==> config.mk <==
export PLATFORM = sky130hd
export DESIGN_NAME = vga_frame_driver_flat
export DESIGN_NICKNAME = d
export VERILOG_FILES = /design/src/rtl/vga_timing_pkg.sv /design/src/rtl/vga_frame_driver_if.sv /design/src/rtl/vga_sync_delay.sv /design/src/rtl/vga_frame_driver.sv /design/src/flat_wrapper.sv
export SDC_FILE = /design/constraint.sdc
export NUM_CORES = 1
export LEC_CHECK = 0
export CAP_MARGIN = 20
export CORE_MARGIN = 3
export CORE_UTILIZATION = 50
export CTS_CLUSTER_DIAMETER = 100
export DETAILED_ROUTE_END_ITERATION = 7
export GPL_TIMING_DRIVEN = 0
export PLACE_DENSITY = 0.92
export SYNTH_ARGS = -nofsm -noshare
export SYNTH_HDL_FRONTEND = slang
export SYNTH_HIERARCHICAL = 1
export SYNTH_SLANG_ARGS = --single-unit
==> constraint.sdc <==
create_clock -name clk -period 6.45 [get_ports clk]
set_clock_uncertainty 0.15 [all_clocks]
set_input_delay 0.645 -clock clk [delete_from_list [all_inputs] [get_ports clk]]
set_output_delay 0.645 -clock clk [all_outputs]
set_load 0.005 [all_outputs]
==> src/rtl/vga_timing_pkg.sv <==
`default_nettype none
// ============================================================================
// Module   : vga_timing_pkg
// Purpose  : 640x480@60 default raster timing, pipeline control word, helpers
// Revision : 1.0
// ============================================================================
package vga_timing_pkg;

    localparam int DEF_H_ACTIVE = 640;
    localparam int DEF_V_ACTIVE = 480;

    localparam int H_TOTAL      = 800;
    localparam int H_SYNC_START = 656;
    localparam int H_SYNC_END   = 751;

    localparam int V_TOTAL      = 525;
    localparam int V_SYNC_START = 490;
    localparam int V_SYNC_END   = 491;

    localparam logic [23:0] RGB_BLACK = 24'h000000;

    typedef struct packed {
        logic hs_n;
        logic vs_n;
        logic act;
    } vga_ctrl_t;

    localparam vga_ctrl_t CTRL_IDLE = '{hs_n: 1'b1, vs_n: 1'b1, act: 1'b0};

    function automatic vga_ctrl_t decode_ctrl(
        input int h,
        input int v,
        input int h_active,
        input int v_active,
        input int hs_start,
        input int hs_end,
        input int vs_start,
        input int vs_end
    );
        vga_ctrl_t c;
        c.hs_n = !((h >= hs_start) && (h <= hs_end));
        c.vs_n = !((v >= vs_start) && (v <= vs_end));
        c.act  = (h < h_active) && (v < v_active);
        return c;
    endfunction

endpackage
`default_nettype wire

==> src/rtl/vga_frame_driver_if.sv <==
`default_nettype none
// ============================================================================
// Module   : vga_frame_driver_if
// Purpose  : Pixel raster / colour return path and DAC pin bundle
// Revision : 1.0
// ============================================================================
interface vga_frame_driver_if;

    logic        enable;
    logic [23:0] rgb_in;
    logic [9:0]  hcount;
    logic [9:0]  vcount;
    logic [7:0]  VGA_R;
    logic [7:0]  VGA_G;
    logic [7:0]  VGA_B;
    logic        VGA_HS;
    logic        VGA_VS;
    logic        VGA_BLANK_n;
    logic        VGA_SYNC_n;
    logic        VGA_CLK;
    logic        vblank_pulse;
    logic [15:0] frame_count;

    modport master (
        input  enable, rgb_in,
        output hcount, vcount, VGA_R, VGA_G, VGA_B, VGA_HS, VGA_VS,
               VGA_BLANK_n, VGA_SYNC_n, VGA_CLK, vblank_pulse, frame_count
    );

    modport slave (
        output enable, rgb_in,
        input  hcount, vcount, VGA_R, VGA_G, VGA_B, VGA_HS, VGA_VS,
               VGA_BLANK_n, VGA_SYNC_n, VGA_CLK, vblank_pulse, frame_count
    );

endinterface
`default_nettype wire

==> src/rtl/vga_sync_delay.sv <==
`default_nettype none
// ============================================================================
// Module   : vga_sync_delay
// Purpose  : Pixel-enabled shift register aligning sync/blank with ppu latency
// Revision : 1.0
// ============================================================================
module vga_sync_delay
    import vga_timing_pkg::*;
#(
    parameter int DEPTH = 1
) (
    input  wire logic      clk,
    input  wire logic      reset,
    input  wire logic      pix_en,
    input  wire logic      flush,
    input  wire vga_ctrl_t din,
    output vga_ctrl_t      tap,
    output vga_ctrl_t      ctrl_out
);

    vga_ctrl_t r_stage [DEPTH];

    always_ff @(posedge clk or negedge reset) begin
        if (!reset) begin
            for (int i = 0; i < DEPTH; i++) r_stage[i] <= CTRL_IDLE;
        end else if (flush) begin
            for (int i = 0; i < DEPTH; i++) r_stage[i] <= CTRL_IDLE;
        end else if (pix_en) begin
            r_stage[0] <= din;
            for (int i = 1; i < DEPTH; i++) r_stage[i] <= r_stage[i-1];
        end
    end

    // tap is the word about to enter the output stage on the next pix_en
    generate
        if (DEPTH == 1) begin : g_tap_input
            assign tap = din;
        end else begin : g_tap_stage
            assign tap = r_stage[DEPTH-2];
        end
    endgenerate

    assign ctrl_out = r_stage[DEPTH-1];

endmodule
`default_nettype wire

==> src/rtl/vga_frame_driver.sv <==
`default_nettype none
// ============================================================================
// Module   : vga_frame_driver
// Purpose  : VGA raster timing master, ppu colour capture and DAC pin driver
// Revision : 1.0
// ============================================================================
module vga_frame_driver
    import vga_timing_pkg::*;
#(
    parameter int H_ACTIVE       = DEF_H_ACTIVE,
    parameter int H_FP           = H_SYNC_START - DEF_H_ACTIVE,
    parameter int H_SYNC         = H_SYNC_END - H_SYNC_START + 1,
    parameter int H_BP           = H_TOTAL - H_SYNC_END - 1,
    parameter int V_ACTIVE       = DEF_V_ACTIVE,
    parameter int V_FP           = V_SYNC_START - DEF_V_ACTIVE,
    parameter int V_SYNC         = V_SYNC_END - V_SYNC_START + 1,
    parameter int V_BP           = V_TOTAL - V_SYNC_END - 1,
    parameter int CLKS_PER_PIXEL = 2,
    parameter int PPU_LATENCY    = 0
) (
    input  wire logic          clk,
    input  wire logic          reset,
    vga_frame_driver_if.master bus
);

    localparam int c_h_total  = H_ACTIVE + H_FP + H_SYNC + H_BP;
    localparam int c_v_total  = V_ACTIVE + V_FP + V_SYNC + V_BP;
    localparam int c_hs_start = H_ACTIVE + H_FP;
    localparam int c_hs_end   = c_hs_start + H_SYNC - 1;
    localparam int c_vs_start = V_ACTIVE + V_FP;
    localparam int c_vs_end   = c_vs_start + V_SYNC - 1;
    localparam int c_div_w    = $clog2(CLKS_PER_PIXEL);

    localparam logic [c_div_w-1:0] c_div_last = c_div_w'(CLKS_PER_PIXEL - 1);
    localparam logic [c_div_w-1:0] c_div_half = c_div_w'(CLKS_PER_PIXEL / 2);

    logic [c_div_w-1:0] r_div;
    logic [9:0]         r_hcount;
    logic [9:0]         r_vcount;
    logic               r_vga_clk;
    logic [23:0]        r_rgb;
    logic               r_vblank_pulse;
    logic [15:0]        r_frame_count;

    logic      w_pix_en;
    logic      w_line_end;
    logic      w_frame_end;
    logic      w_vblank_entry;
    logic      w_flush;
    vga_ctrl_t w_ctrl;
    vga_ctrl_t w_tap;
    vga_ctrl_t w_ctrl_out;

    assign w_pix_en       = (r_div == c_div_last);
    assign w_line_end     = (r_hcount == 10'(c_h_total - 1));
    assign w_frame_end    = (r_vcount == 10'(c_v_total - 1));
    assign w_vblank_entry = w_line_end && (r_vcount == 10'(V_ACTIVE - 1));
    assign w_flush        = !bus.enable;

    assign w_ctrl = decode_ctrl(int'(r_hcount), int'(r_vcount), H_ACTIVE, V_ACTIVE,
                                c_hs_start, c_hs_end, c_vs_start, c_vs_end);

    vga_sync_delay #(
        .DEPTH (PPU_LATENCY + 1)
    ) u_sync_delay (
        .clk      (clk),
        .reset    (reset),
        .pix_en   (w_pix_en),
        .flush    (w_flush),
        .din      (w_ctrl),
        .tap      (w_tap),
        .ctrl_out (w_ctrl_out)
    );

    always_ff @(posedge clk or negedge reset) begin
        if (!reset) begin
            r_div          <= '0;
            r_hcount       <= '0;
            r_vcount       <= '0;
            r_vga_clk      <= 1'b0;
            r_rgb          <= RGB_BLACK;
            r_vblank_pulse <= 1'b0;
            r_frame_count  <= '0;
        end else if (!bus.enable) begin
            r_div          <= '0;
            r_hcount       <= '0;
            r_vcount       <= '0;
            r_vga_clk      <= 1'b0;
            r_rgb          <= RGB_BLACK;
            r_vblank_pulse <= 1'b0;
        end else begin
            // DAC samples on its rising edge, which lands mid-pixel
            r_vga_clk      <= (r_div >= c_div_half);
            r_vblank_pulse <= 1'b0;
            if (w_pix_en) begin
                r_div <= '0;
                if (w_line_end) begin
                    r_hcount <= '0;
                    r_vcount <= w_frame_end ? 10'd0 : r_vcount + 10'd1;
                end else begin
                    r_hcount <= r_hcount + 10'd1;
                end
                r_rgb <= w_tap.act ? bus.rgb_in : RGB_BLACK;
                if (w_vblank_entry) begin
                    r_vblank_pulse <= 1'b1;
                    r_frame_count  <= r_frame_count + 16'd1;
                end
            end else begin
                r_div <= r_div + 1'b1;
            end
        end
    end

    assign bus.hcount       = r_hcount;
    assign bus.vcount       = r_vcount;
    assign bus.VGA_R        = r_rgb[23:16];
    assign bus.VGA_G        = r_rgb[15:8];
    assign bus.VGA_B        = r_rgb[7:0];
    assign bus.VGA_HS       = w_ctrl_out.hs_n;
    assign bus.VGA_VS       = w_ctrl_out.vs_n;
    assign bus.VGA_BLANK_n  = w_ctrl_out.act;
    assign bus.VGA_SYNC_n   = 1'b0;
    assign bus.VGA_CLK      = r_vga_clk;
    assign bus.vblank_pulse = r_vblank_pulse;
    assign bus.frame_count  = r_frame_count;

endmodule
`default_nettype wire

==> src/flat_wrapper.sv <==
// flat-port wrapper written by rule: the top's interface ports become plain ports
module vga_frame_driver_flat import vga_timing_pkg::*;
#(
    parameter int H_ACTIVE       = DEF_H_ACTIVE,
    parameter int H_FP           = H_SYNC_START - DEF_H_ACTIVE,
    parameter int H_SYNC         = H_SYNC_END - H_SYNC_START + 1,
    parameter int H_BP           = H_TOTAL - H_SYNC_END - 1,
    parameter int V_ACTIVE       = DEF_V_ACTIVE,
    parameter int V_FP           = V_SYNC_START - DEF_V_ACTIVE,
    parameter int V_SYNC         = V_SYNC_END - V_SYNC_START + 1,
    parameter int V_BP           = V_TOTAL - V_SYNC_END - 1,
    parameter int CLKS_PER_PIXEL = 2,
    parameter int PPU_LATENCY    = 0
)
  (clk, reset, bus_enable, bus_rgb_in, bus_hcount, bus_vcount, bus_VGA_R, bus_VGA_G, bus_VGA_B, bus_VGA_HS, bus_VGA_VS, bus_VGA_BLANK_n, bus_VGA_SYNC_n, bus_VGA_CLK, bus_vblank_pulse, bus_frame_count);
  vga_frame_driver_if bus_i ();
  input  wire logic clk;
  input  wire logic reset;
  input wire logic [$bits(bus_i.enable)-1:0] bus_enable;
  input wire logic [$bits(bus_i.rgb_in)-1:0] bus_rgb_in;
  output wire logic [$bits(bus_i.hcount)-1:0] bus_hcount;
  output wire logic [$bits(bus_i.vcount)-1:0] bus_vcount;
  output wire logic [$bits(bus_i.VGA_R)-1:0] bus_VGA_R;
  output wire logic [$bits(bus_i.VGA_G)-1:0] bus_VGA_G;
  output wire logic [$bits(bus_i.VGA_B)-1:0] bus_VGA_B;
  output wire logic [$bits(bus_i.VGA_HS)-1:0] bus_VGA_HS;
  output wire logic [$bits(bus_i.VGA_VS)-1:0] bus_VGA_VS;
  output wire logic [$bits(bus_i.VGA_BLANK_n)-1:0] bus_VGA_BLANK_n;
  output wire logic [$bits(bus_i.VGA_SYNC_n)-1:0] bus_VGA_SYNC_n;
  output wire logic [$bits(bus_i.VGA_CLK)-1:0] bus_VGA_CLK;
  output wire logic [$bits(bus_i.vblank_pulse)-1:0] bus_vblank_pulse;
  output wire logic [$bits(bus_i.frame_count)-1:0] bus_frame_count;
  assign bus_i.enable = bus_enable;
  assign bus_i.rgb_in = bus_rgb_in;
  assign bus_hcount = bus_i.hcount;
  assign bus_vcount = bus_i.vcount;
  assign bus_VGA_R = bus_i.VGA_R;
  assign bus_VGA_G = bus_i.VGA_G;
  assign bus_VGA_B = bus_i.VGA_B;
  assign bus_VGA_HS = bus_i.VGA_HS;
  assign bus_VGA_VS = bus_i.VGA_VS;
  assign bus_VGA_BLANK_n = bus_i.VGA_BLANK_n;
  assign bus_VGA_SYNC_n = bus_i.VGA_SYNC_n;
  assign bus_VGA_CLK = bus_i.VGA_CLK;
  assign bus_vblank_pulse = bus_i.vblank_pulse;
  assign bus_frame_count = bus_i.frame_count;
  vga_frame_driver #(.H_ACTIVE(H_ACTIVE), .H_FP(H_FP), .H_SYNC(H_SYNC), .H_BP(H_BP), .V_ACTIVE(V_ACTIVE), .V_FP(V_FP), .V_SYNC(V_SYNC), .V_BP(V_BP), .CLKS_PER_PIXEL(CLKS_PER_PIXEL), .PPU_LATENCY(PPU_LATENCY)) u_core (.clk(clk), .reset(reset), .bus(bus_i));
endmodule
# [Word-level counts from Yosys, hierarchy flattened]
# Index checks and enable logic that the tools add are counted.
[classes] n_lt_le_gt_ge=7 mux=18 reduce_logical=8 n_addsub=4 n_eq_ne=5
[ops] operator="24-bit two-way mux" count=3
[ops] operator="10-bit two-way mux" count=7
[ops] operator="10-bit by 1-bit adder with 10-bit output, second input constant" count=2
[ops] operator="10-bit == test, second input constant" count=2
[ops] operator="16-bit by 1-bit adder with 16-bit output, second input constant" count=1
[ops] operator="10-bit by 9-bit == test with 1-bit output, second input constant" count=1
[ops] operator="10-bit >= comparator, second input constant" count=1
[ops] operator="10-bit by 9-bit >= comparator with 1-bit output, second input constant" count=1
[ops] operator="10-bit less-or-equal comparator, second input constant" count=1
[ops] operator="10-bit by 9-bit less-or-equal comparator with 1-bit output, second input constant" count=1
[ops] operator="10-bit less-than comparator, second input constant" count=1
[ops] operator="10-bit by 9-bit less-than comparator with 1-bit output, second input constant" count=1
[ops] operator="1-bit two-way mux" count=6
[ops] operator="3-bit two-way mux" count=2
[ops] operator="1-bit logical AND" count=4
[ops] operator="2-bit by 1-bit != test with 1-bit output, second input constant" count=2
[ops] operator="3-bit AND reduction" count=1
[ops] operator="1-bit logical NOT" count=2
[ops] operator="2-bit AND reduction" count=1
[ops] operator="1-bit adder, second input constant" count=1
[ops] operator="1-bit >= comparator, second input constant" count=1
[word_totals] input_bits=27 register_bits=66 output_inout_bits=66

# [Longest topological paths before layout]
# Gate-level depths: netlist of the first run.
[depth] word_depth=5 mapped_depth=8

# [Hierarchy]
# Netlist of the first run, hierarchy kept.
[by_module_without_submodules] module="vga_frame_driver" seq_area_each_um2=1576.5 n_inst=1 cells_each=264 area_per_inst_um2=2976.6
[by_module_without_submodules] module="vga_sync_delay" seq_area_each_um2=77.6 n_inst=1 cells_each=12 area_per_inst_um2=143.9

# [Worst setup path after synthesis of the first run]
# Ideal clock, no wire load.
[synth_path] kind="register to register" from="register u_core.r_vcount[8] (netlist: u_core/bus.vcount[8])" to="register u_core.r_rgb[10]" arrival_ps=1933 stages_incl_launch_ff=9 setup_slack_ps=4301 synth_period_minus_slack_ps=2149 path_cell_list="dfrtp_1 > and3_1 > and2_1 > nor3_1 > buf_4 > and3_1 > clkbuf_1 > clkbuf_1 > a22o_1"
[synth_rtl] item="start, declared" line_no="vga_frame_driver.sv:39" text="logic [9:0] r_vcount;"
[synth_rtl] item="start signal, assigned" line_no="vga_frame_driver.sv:99" text="r_vcount <= w_frame_end ? 10'd0 : r_vcount + 10'd1;"
[synth_rtl] item="end signal, assigned" line_no="vga_frame_driver.sv:103" text="r_rgb <= w_tap.act ? bus.rgb_in : RGB_BLACK;"
[synth_rtl] item="end, declared" line_no="vga_frame_driver.sv:41" text="logic [23:0] r_rgb;"

==> results of run 1 <==
==> report_power, final <==
group	switching, mW	total, mW	leakage (nW)	internal [mW]
sequential	0.00933	0.435	0.883	0.426
combinational	0.0337	0.0775	0.970	0.0439
clock	0.165	0.386	0.114	0.221
total	0.208	0.899	1.97	0.690
==> how the worst max path moves through the flow <==
| stage | start | end | slack (ns) | depth (start not counted) |
|---|---|---|---|---|
| after detailed placement | u_core/bus.vcount[8] | u_core/r_rgb[9] | 3.99 | 8 |
| after global placement | reset | u_core/bus.frame_count[7] | 2.49 | 1 |
| final | u_core/bus.vcount[7] | u_core/r_rgb[18] | 3.97 | 8 |
| after floorplan | u_core/bus.vcount[8] | u_core/r_rgb[10] | 4.30 | 8 |
| after CTS | u_core/bus.vcount[8] | u_core/r_rgb[18] | 3.94 | 8 |
| after global routing | u_core/bus.vcount[8] | u_core/r_rgb[18] | 3.75 | 8 |
==> flip-flops by register name, summed over array words and instances, names as in the netlist <==
| signal | flops |
|---|---|
| u_core/bus.VGA_CLK | 1 |
| u_core/bus.vblank_pulse | 1 |
| u_core/bus.hcount | 10 |
| u_core/u_sync_delay/ctrl_out | 3 |
| u_core/bus.frame_count | 16 |
| u_core/r_div | 1 |
| u_core/r_rgb | 24 |
| u_core/bus.vcount | 10 |
==> area by class of cell <==
type | instances | area share
Buffer | 15 | 0.0185
Clock buffer | 9 | 0.0287
Clock inverter | 7 | 0.0232
Inverter | 13 | 0.0113
Multi-Input combinational cell | 180 | 0.306
Sequential cell | 66 | 0.383
Tap cell | 75 | 0.0217
Timing Repair Buffer | 90 | 0.208
==> stage by stage <==
step           utilization  area (µm²)  total power [mW]  instances
2_1_floorplan            -        3110             0.465        274
3_3_place_gp         0.688        4100             0.518        439
3_5_place_dp         0.688        4100             0.520        439
4_1_cts              0.726        4320             0.908        455
5_1_grt              0.726        4320             0.934        455
6_report             0.726        4320             0.899        455
==> worst register-to-register path, cell delays in order, from the launching register on <==
cell	delay, ns
dfrtp_1	0.45
and3_1	0.25
and2_1	0.20
nor3_1	0.23
buf_4	0.15
and3_1	0.13
clkbuf_1	0.25
clkbuf_1	0.39
a22o_1	0.22
==> per-layer routing <==
metal  up-vias  GRT usage  part of all wire
met5         -          0                 0
met3        16     0.0573             0.070
met1      1267      0.298              0.42
li1       1213          -                 -
met2       124      0.358              0.50
met4         0     0.0921             0.015
==> placed cells by master (no fill, tap or decap), types with 2 or more instances in the layout <==
| cell | instances |
|---|---|
| clkdlybuf4s50_1 | 89 |
| dfrtp_1 | 64 |
| a22o_1 | 25 |
| xor2_1 | 18 |
| nand2_1 | 17 |
| nand3_1 | 15 |
| inv_1 | 13 |
| nor3_1 | 11 |
| nor2_1 | 11 |
| clkbuf_8 | 9 |
| nand4_1 | 9 |
| a31oi_1 | 8 |
| and3_1 | 7 |
| clkbuf_1 | 7 |
| ha_1 | 6 |
| and4_1 | 5 |
| o21ai_0 | 5 |
| buf_4 | 4 |
| buf_2 | 4 |
| xnor2_1 | 4 |
| a41oi_1 | 3 |
| nor4_1 | 3 |
| bufinv_16 | 2 |
| clkinv_4 | 2 |
| inv_6 | 2 |
| nor4b_1 | 2 |
| nand4_4 | 2 |
| o311ai_0 | 2 |
| mux2i_1 | 2 |
| nor2b_1 | 2 |
| a211o_1 | 2 |
| dfstp_2 | 2 |
==> results.cfg, run 1 <==
[final_layout]
fillCellCount = 432
drive_gt1_frac = 0.0974
syn2layout_area_growth_pct = 39.2
n_antenna_cell = 0
multi_input_area_um2 = 1320
nNetsFinal = 408
seq_area_um2 = 1650

[timing]
slew_violations = 0
rsz0062_at_grt = no
setup_ws_ns = 3.97
min_period_over_period = 0.385
tightest_slew_ns = 0.796
fmax_mhz = 403
finalSetupViolations = 0
whs_ns = 0.254
finalCriticalPeriod_ns = 2.48
timing.setup.tns_ns = 0
slew_headroom = 0.469
finalHoldViolCount = 0

[die]
io_pins = 93
initial_core_util = 0.521
die_w_um = 84.8
rows = 28
core_um2 = 5960
dieArea_um2 = 7190
dieHeight_um = 84.8

[cts]
clockRootBuffer = clkbuf_8
clockBufferDepth = 2
cts_sinks = 66
path_clk_slew_ns = 0.08
clk_latency_ns = 0.33
post_cts_resized = 0
postCtsSetupBuffers = 0
hold_buffers = 0
cts_buffers = 9
cts_tree = done
h-tree-depth = 3

[placed_design]
post-place-ws_ns = 3.99
dp_hpwl_um = 5200
port_buffers = 90
gp_congestion = 0.807

[worst_setup_path]
r2r_cells = 8
slowest_stage = dfrtp_1
critPathKind = flop to flop
crit_path_end_kind = flop
required_ns = 6.57
cp-start-kind = flop
crit_buf_inv = 3
arrival_ns = 2.60
crit_family = simple AND/OR/NAND/NOR gates
crit_chain = and3_1 > and2_1 > nor3_1 > buf_4 > and3_1 > clkbuf_1 > clkbuf_1 > a22o_1
timing.rr.start = u_core/bus.vcount[7]
rrSetupSlack_ns = 3.97
critical-path-max-stage-delay_ns = 0.45
timing.rr.end = u_core/r_rgb[18]
path_max_fanout = 10

[job]
max_cap_violations = 0

[hold_path]
hp-class = input port to async pin

[synthesis]
mappedNetlistArea_um2 = 3110
netlist_instances = 274
synth.avg_cell_area_um2 = 11.3
synth_nets = 307
yosys_warnings = 6

[drt]
avgRoutedWirePerCell_um = 17.0
wl_um = 7750
via_count = 2620
first_pass_iters = 4
viasPerCell = 5.76
drc_errors = 0
drt_iter0_drc = 173
ant_nets = 0

[global_routing]
grt_max_degree = 67
antenna_found_initial = 0
grt_usage = 0.226
grt_pass1_vias = 2617
grt_pass1_wl_um = 13000
overflow = 0

[status]
status = completed

[power_and_ir_drop]
pwr_density_cell_nw_per_um2 = 208
peakVddDrop_mv = 0.151
power.leakage_nw = 1.97
(Power assumes the default switching activity.)
==> run 2: changes to the inputs <==
- CORE_UTILIZATION: 50 -> 47
- PLACE_DENSITY: 0.92 -> 0.88
- clock period: 6.45 -> 2.4 ns (I/O delays scaled with it)
==> run 2 against run 1 <==
Combinational power rose to 2.7 times the previous value. Critical endpoint is now u_core/bus.vcount[6]. Sequential power increased to 2.7 times the previous value. Critical path type unchanged. Register-to-register slack lost 3.8 ns.
==> results.cfg, run 2 (same netlist as run 1, synthesis figures left out) <==
[die]
rows = 28
die_w_um = 87.3
initial_core_util = 0.504
core_um2 = 6170
dieArea_um2 = 7620
io_pins = 93
dieHeight_um = 87.3

[final_layout]
layout_commonest_cell = clkdlybuf4s50_1
seq_area_um2 = 1650
fin_util = 0.699
finalNonFillerCells = 455
multi_input_area_um2 = 1330
syn2layout_area_growth_pct = 38.8
nNetsFinal = 408
n_antenna_cell = 0
top_register = u_core/r_rgb
fillCellCount = 471
largest_reg_flops = 24
drive_gt1_frac = 0.103
final_cell_mix = clkdlybuf4s50_1 (89), dfrtp_1 (64), a22o_1 (25)

[timing]
slew_headroom = 0.460
finalHoldViolCount = 0
fmax_mhz = 445
slew_violations = 0
finalCriticalPeriod_ns = 2.25
setup_ws_ns = 0.154
rsz0062_at_grt = no
timing.setup.tns_ns = 0
min_period_over_period = 0.936
tightest_slew_ns = 0.811
finalSetupViolations = 0

[cts]
cts_buffers = 9
cts_tree = done
path_clk_slew_ns = 0.07
clk_latency_ns = 0.35
postCtsSetupBuffers = 0
cts_sinks = 66
clockBufferDepth = 2
h-tree-depth = 3
clockRootBuffer = clkbuf_8

[drt]
viasPerCell = 5.69
via_count = 2587
ant_nets = 0
avgRoutedWirePerCell_um = 16.8
drc_errors = 0
wl_um = 7650
drt_iter0_drc = 135
first_pass_iters = 4

[hold_path]
whs_path_depth = 3
hp-class = input port to flop
min_from = bus_enable
hold_path_end = u_core/bus.vcount[7]

[placed_design]
post-place-ws_ns = -0.140
dp_hpwl_um = 5360
place_inst = 439
gp_congestion = 0.828
port_buffers = 90

[worst_setup_path]
rrSetupSlack_ns = 0.15
timing.rr.start = u_core/bus.hcount[7]
critPathKind = flop to flop
arrival_ns = 2.29
r2r_cells = 4
cp-start-kind = flop
timing.rr.end = u_core/bus.vcount[6]
crit_path_end_kind = flop
path_max_fanout = 10
required_ns = 2.45

[global_routing]
grt_use_met1 = 0.276
use_met3 = 0.0568
grt_usage = 0.214
antenna_found_initial = 0
grt_pass1_vias = 2594
grt_pass1_wl_um = 12700
overflow = 0
gr-usage-met2 = 0.340
grt_max_degree = 67
top_usage_layer = met2

[power_and_ir_drop]
power.leakage_nw = 1.96
peakVddDrop_mv = 0.368
p_total_mw = 2.29
pwr_density_cell_nw_per_um2 = 532

[status]
status = completed

[job]
max_cap_violations = 0
run 2: changes by cell type in the layout (fill, tap and decap cells not counted), sizes merged:
cell,change
clkinvlp,+2
inv,-2
bufinv,-1
dlygate4sd3,+1
run 2: what timing repair did:
action	CTS	global route
hold endpoints to repair	64	0
setup endpoints to repair	20	20
hold buffers	1	0
resized for setup	4	1
run 2: through the flow:
step           instance area (µm²)  hold WS, ns
3_5_place_dp                  4100        0.232
2_1_floorplan                 3110       -0.206
5_1_grt                       4310        0.135
4_1_cts                       4310       0.0915
6_report                      4310        0.109
3_3_place_gp                  4100        0.311
run 2: worst max path at each step:
stage	slack, ns	to	start
after global placement	-1.11	u_core/bus.frame_count[8]	reset
final	0.15	u_core/bus.vcount[6]	u_core/bus.hcount[7]
after global routing	0.07	u_core/bus.vcount[3]	u_core/bus.hcount[7]
after CTS	0.009	u_core/r_rgb[16]	u_core/bus.vcount[7]
after floorplan	0.25	u_core/r_rgb[10]	u_core/bus.vcount[8]
after detailed placement	-0.14	u_core/r_rgb[11]	u_core/bus.vcount[8]
run 2: cell type report:
type | instances | area share
buffer | 14 | 0.0194
clock buffer | 10 | 0.0296
clock inverter | 6 | 0.0157
inverter | 13 | 0.0113
multi-input combinational | 180 | 0.308
sequential | 66 | 0.384
tap | 75 | 0.0218
timing repair buffer | 91 | 0.211
run 2: power breakdown:
group / internal (mW) / switching, mW / leakage (nW)
sequential: 1.14 / 0.0238 / 0.883
clock: 0.481 / 0.435 / 0.0925
combinational: 0.120 / 0.0908 / 0.981
run 2: metal layers:
layer  wire (µm)  up-vias
li1            -     1204
met5           0        -
met2        3710      106
met1        3240     1265
met4         134        0
met3         569       12
run 2: critical path, cell delays in order (launching register included):
cell and delay (ns):
dfrtp_1 0.49, nor4b_4 0.47, nand3_1 0.31, o21ai_2 0.50
a31oi_1 0.17
